**src/rtl/int_clk_div_pkg.sv**
```systemverilog
// Shared types and helpers for the runtime-programmable integer clock divider.
// Optional odd-ratio 50% duty correction is enabled with INT_CLK_DIV_ODD_DUTY50_EN.
package int_clk_div_pkg;

  typedef enum logic [1:0] {
    ST_IDLE   = 2'd0,
    ST_RUN    = 2'd1,
    ST_BYPASS = 2'd2
  } state_t;

  // Ratios at or below this value select bypass (0 and 1 both mean divide-by-1).
  localparam int unsigned BYPASS_MAX = 1;

  function automatic int unsigned half_len(input int unsigned ratio);
    return ratio >> 1;
  endfunction

endpackage

```
**src/rtl/int_clk_div_clk_out_mux.sv**
```systemverilog
// Output clock select between divided flop and source clock, plus the optional
// negedge duty-correction flop (INT_CLK_DIV_ODD_DUTY50_EN); kept apart for clock-cell mapping.
module clk_out_mux (
  input  logic clk,
`ifdef INT_CLK_DIV_ODD_DUTY50_EN
  input  logic rst_n,
  input  logic odd,
`endif
  input  logic bypass,
  input  logic div_q,
  output logic div_clk
);

`ifdef INT_CLK_DIV_ODD_DUTY50_EN
  logic div_neg_q;

  // Half-cycle delayed copy stretches the high phase by half a source cycle.
  always_ff @(negedge clk or negedge rst_n) begin
    if (!rst_n) div_neg_q <= 1'b0;
    else        div_neg_q <= div_q;
  end

  assign div_clk = bypass ? clk : (div_q | (odd & div_neg_q));
`else
  assign div_clk = bypass ? clk : div_q;
`endif

endmodule

```
**src/rtl/int_clk_div.sv**
```systemverilog
// Runtime-programmable integer clock divider: single synchronous counter, bypass
// for ratio 0/1, changes applied only at period boundaries. Macro: INT_CLK_DIV_ODD_DUTY50_EN.
module int_clk_div
  import int_clk_div_pkg::*;
#(
  parameter int RATIO_W = 8
) (
  input  logic               i_clk,
  input  logic               i_rst_n,
  input  logic               i_clk_en,
  input  logic [RATIO_W-1:0] i_div_ratio,
  output logic               o_div_clk,
  output logic               o_locked,
  output state_t             dbg_state
);

  localparam logic [RATIO_W-1:0] ONE     = RATIO_W'(1);
  localparam logic [RATIO_W-1:0] BYP_MAX = RATIO_W'(BYPASS_MAX);

  state_t             state, state_nxt;
  logic [RATIO_W-1:0] cnt, cnt_nxt;
  logic [RATIO_W-1:0] act_ratio, act_ratio_nxt;
  logic [RATIO_W-1:0] hi_len, cnt_inc;
  logic               div_q, div_q_nxt;
  logic               period_end, req_bypass;

  always_ff @(posedge i_clk or negedge i_rst_n) begin
    if (!i_rst_n) begin
      state     <= ST_IDLE;
      cnt       <= '0;
      act_ratio <= '0;
      div_q     <= 1'b0;
    end else begin
      state     <= state_nxt;
      cnt       <= cnt_nxt;
      act_ratio <= act_ratio_nxt;
      div_q     <= div_q_nxt;
    end
  end

  assign hi_len     = RATIO_W'(half_len(32'(act_ratio)));
  assign cnt_inc    = cnt + ONE;
  assign period_end = (cnt == (act_ratio - ONE));
  assign req_bypass = (i_div_ratio <= BYP_MAX);

  always_comb begin
    state_nxt     = state;
    cnt_nxt       = cnt;
    act_ratio_nxt = act_ratio;
    div_q_nxt     = div_q;
    case (state)
      ST_IDLE: begin
        cnt_nxt   = '0;
        div_q_nxt = 1'b0;
        if (i_clk_en) begin
          act_ratio_nxt = i_div_ratio;
          if (req_bypass) begin
            state_nxt = ST_BYPASS;
          end else begin
            state_nxt = ST_RUN;
            div_q_nxt = 1'b1;
          end
        end
      end
      ST_RUN: begin
        if (period_end) begin
          // Ratio always loads at the boundary, even when leaving for IDLE.
          cnt_nxt       = '0;
          act_ratio_nxt = i_div_ratio;
          if (i_clk_en) begin
            div_q_nxt = 1'b1;
            state_nxt = req_bypass ? ST_BYPASS : ST_RUN;
          end else begin
            div_q_nxt = 1'b0;
            state_nxt = ST_IDLE;
          end
        end else begin
          cnt_nxt   = cnt_inc;
          div_q_nxt = (cnt_inc < hi_len);
        end
      end
      ST_BYPASS: begin
        cnt_nxt = '0;
        if (!i_clk_en) begin
          state_nxt = ST_IDLE;
          div_q_nxt = 1'b0;
        end else begin
          // Every source cycle is a period boundary in bypass.
          act_ratio_nxt = i_div_ratio;
          if (!req_bypass) begin
            state_nxt = ST_RUN;
            div_q_nxt = 1'b1;
          end
        end
      end
      default: begin
        state_nxt = ST_IDLE;
        cnt_nxt   = '0;
        div_q_nxt = 1'b0;
      end
    endcase
  end

  assign o_locked  = ((state == ST_RUN) || (state == ST_BYPASS)) && (act_ratio == i_div_ratio);
  assign dbg_state = state;

  clk_out_mux u_clk_out_mux (
    .clk     (i_clk),
`ifdef INT_CLK_DIV_ODD_DUTY50_EN
    .rst_n   (i_rst_n),
    .odd     ((state == ST_RUN) && act_ratio[0]),
`endif
    .bypass  (state == ST_BYPASS),
    .div_q   (div_q),
    .div_clk (o_div_clk)
  );

endmodule

```
**config.mk**
```make
export PLATFORM = sky130hd
export DESIGN_NAME = int_clk_div
export DESIGN_NICKNAME = d
export VERILOG_FILES = /design/src/rtl/int_clk_div_pkg.sv /design/src/rtl/int_clk_div_clk_out_mux.sv /design/src/rtl/int_clk_div.sv
export SDC_FILE = /design/constraint.sdc
export NUM_CORES = 1
export LEC_CHECK = 0
export ABC_AREA = 1
export BUFFER_PORTS_ARGS = -buffer_cell sky130_fd_sc_hd__buf_2
export CAP_MARGIN = 40
export CORE_MARGIN = 8
export CORE_UTILIZATION = 28
export DETAILED_ROUTE_END_ITERATION = 16
export HOLD_SLACK_MARGIN = 0.03
export PLACE_DENSITY_LB_ADDON = 0.25
export SKIP_LAST_GASP = 1
export SLEW_MARGIN = 0
export SYNTH_ARGS = -nofsm -noshare
export SYNTH_HDL_FRONTEND = slang
export SYNTH_SLANG_ARGS = --single-unit
```
**constraint.sdc**
```tcl
create_clock -name i_clk -period 2.3 [get_ports i_clk]
set_input_delay 0.23 -clock i_clk [delete_from_list [all_inputs] [get_ports i_clk]]
set_output_delay 0.23 -clock i_clk [all_outputs]
set_load 0.03 [all_outputs]
```
### Yosys cells after proc, flatten, opt, wreduce, memory -nomap -nowiden

Index checks and enable logic that the tools add are counted.

* bits in latches: 0
* memory bits (writable): 0
* memories: 0
* flip-flop bits (word level): 19
* bits in read-only memories: 0
* logic and storage cells: 43
* output and inout port bits: 4

* mux-type cells: 20
* $mul: 0
* add/subtract/negate cells: 2
* divide/modulo/power cells: 0
* bitwise gates (word level): 0
* equal/unequal tests: 8
* shift operators: 0
* reductions and logical operators: 7
* $lt $le $gt $ge: 2

Operator list (count)
* $mux 8: 4
* $eq 8x8->1: 2
* $pmux 8 s2: 1
* $mux 2: 6
* $add 8x1->8 const B: 1
* $le 8x1->1 const B: 1
* $lt 8x7->1: 1
* $sub 8x1->8 const B: 1
* $mux 1: 7
* $pmux 2 s3: 1
* $reduce_and 3->1: 2
* $ne 2x2->1 const B: 2
* $ne 3x3->1 const B: 1
* $pmux 1 s3: 1
* $eq 2x1->1 const B: 1
* $eq 2x2->1 const B: 1
* $logic_not 2->1: 1
* $ne 2x1->1 const B: 1
* $reduce_bool 2->1: 1
* $reduce_or 2->1: 1
* $logic_and 1x1->1: 1
* $logic_or 1x1->1: 1

### Longest topological paths before layout

* word-level depth: 5
* gate-level depth with buffers: 18

### Hierarchy

Synthesis repeated with hierarchy kept, for this count alone.

* cells, all modules: 232
* area, all modules: 1582.8 um^2

By module, submodules not included
* int_clk_div: cells each 228, times used 1, area an instance 1567.8 um^2
* clk_out_mux: cells each 4, times used 1, area an instance 15.0 um^2

==> impl_metrics.ini <==
[placement]
post-dp-hpwl_um = 3120
gp_congestion = 0.8212
portBuffers = 14

[synthesis]
netlist_area_sq_mm = 0.001599
synthCells = 230
yosys.area.top_type_share_pct = 29.73
synth_top_area_cell = dfrtp_1
avgSynthCellArea_sq_um = 6.952
synth_cell_type_count = 29
synth.area.top_cells = dfrtp_1 (30%), nand2_1 (17%), ha_1 (9.4%)
seq_area_frac_synth_pct = 29.73
syn_nets = 253
synth_warnings = 0
ys_ff_latch = 19

[grt]
overflow = 0
antenna_found_initial = 0
grt_pass1_wl_um = 6982
grt_max_degree = 20
grt_pass1_vias = 1504
grt_use_total_pct = 10.65

[die]
core_area_sq_mm = 0.005507
die_y_um = 91.57
fp-row-count = 27
die_area_sq_mm = 0.008385
io_pins = 15
start_util_pct = 29.04
die_x_um = 91.57

[timing]
period_share_pct = 92.56
finalClockSkew_ps = 1.621
worstMarginPinSlew_ps = 495.2
finalMaxSlewViolations = 0
hold_viol = 0
finalSetupTns_ps = 0
rsz0062_at_grt = no
slew-limit-headroom_pct = 66.99
finalSetupViolations = 0
period_needed_ps = 2129
timing.fmax_ghz = 0.4697

[setup_path]
slowest_stage = dfrtp_1
arrival_ps = 1900
critical_path.top_delay_family = flip-flops
crit_required_ps = 2070
crit_chain = inv_1 > ha_1 > o21ai_0 > a21oi_1 > nand3_1 > nor4_2 > buf_2
cp_max_fo = 5
cp-end-kind = output port
critPathKind = reg2out
slowest_delay_ps = 430
path_buf_inv = 2
cp-start-kind = flop

[flow_run]
cap_viol_max_count = 0

[pwr]
ir_drop_mv = 0.5182
leakage_nw = 1.003
powerDensity_mw_per_mm2 = 1183

[drt]
wl_per_cell_um = 12.33
drt-initial-drc-count = 69
drcViolationCount = 0
postRouteWirelength_um = 4006
ant_nets = 0
dr.pass1.iters = 4
num_vias = 1447
post_drt_via_cell_ratio = 4.452

[layout]
antenna_cells = 0
area_delta_synth_final_pct = 16.98
final_common_cell = nand2_1
final_layout_size_suffix_gt1_share_pct = 21.34
final_cell_mix = nand2_1 (72), inv_1 (30), nor2_1 (27)
nets = 277
post-route-util_pct = 33.97

[clocking]
clk_latency_ps = 380
cts.clk_slew.worst_paths_ps = 80
cts_tree = built

[hold_path]
hp-class = in2reg

[outcome]
status = completed
[layout make-up]
class / count / area (sq um)
well taps: 72 / 90.09
repair buffers: 16 / 90.09
clock buffers: 7 / 87.58
flip-flops and latches: 19 / 476.7
inverters: 36 / 135.1
clock inverters: 1 / 5.005
multi-input cells: 174 / 985.9
fillers: 609 / 3636
[cell usage after synthesis]
library cell  instances
mux2_2                1
nand3_2               1
dfrtp_1              19
xor2_1                8
nand2_2               3
nand2_1              72
nand4_1               1
nor2_2                2
a21oi_2               3
inv_2                 6
o21ai_0               3
or2_2                 1
xnor2_1               1
o21bai_1              1
ha_1                 12
a221oi_1              1
buf_6                 1
a21oi_1               7
nand2_8               1
o21ai_2               5
nand3_1              11
nor3_1                1
nand2_4               2
o22ai_1               2
nor4_1                2
o21ai_1               2
inv_1                30
nor2_4                3
nor2_1               28
[report_power, final]
group	internal (mW)	switching, mW	total (mW)
combinational	0.422	0.761	1.18
sequential	0.443	0.157	0.600
clock	0.245	0.186	0.431
[through the flow]
step           setup WS (ps)  power [mW]  cell area, sq um  std cells  hold WS, ps
2_1_floorplan          280.6       1.564              1605        230       -65.59
3_3_place_gp           185.7       1.816              1769        317        216.3
3_5_place_dp           167.3       1.823              1769        317        228.7
4_1_cts                141.5       2.237              1867        325        119.9
5_1_grt                1.507       2.444              1871        325        129.9
6_report               171.1       2.213              1871        325        122.5
[sequential cells by signal (all words and copies together), names as in the netlist]
name	count
act_ratio	8
div_q	1
cnt	8
dbg_state	2
[worst min-delay path, stage by stage]
cell	delay [ps]
buf_2	100
nor2_1	50
a21oi_2	90
[kinds of logic after synthesis]
logic type | Yosys count | synth area share [%]
AO/OA/AOI/OAI | 24 | 9.937
adder cells (fa/ha/maj) | 12 | 9.389
AND/OR/NAND/NOR | 128 | 36.15
buffers and inverters | 37 | 9.155
flip-flops | 19 | 29.73
multiplexers | 1 | 0.7042
XOR/XNOR | 9 | 4.930
[per-layer routing]
metal | up-vias | share of wire [%] | track usage, %
met2 | 29 | 44 | 16.45
met1 | 642 | 50 | 13.33
met3 | 10 | 4.2 | 3.045
li1 | 766 | - | -
met5 | - | 0 | 0
met4 | 0 | 1.8 | 4.911
[path summary, 6_finish.rpt]
kind,from,to,slack (ps),cells past startpoint
worst min register to register,div_q,div_q,490,2
min in group asynchronous,i_rst_n,cnt[2],340,2
max in group asynchronous,i_rst_n,act_ratio[0],1600,2
worst max-delay path,dbg_state[0],o_locked,170,7
worst max register to register,act_ratio[0],act_ratio[5],220,14
worst min-delay path,i_div_ratio[0],act_ratio[0],120,3
[what timing repair did]
item | in CTS | in global routing
endpoints found under the setup margin | 0 | 11
hold endpoints to repair | 19 | 0
gates resized for setup | 0 | 2
buffers inserted | 0 | 0
hold buffers | 1 | 0
Power figures use the tool's default switching activity.
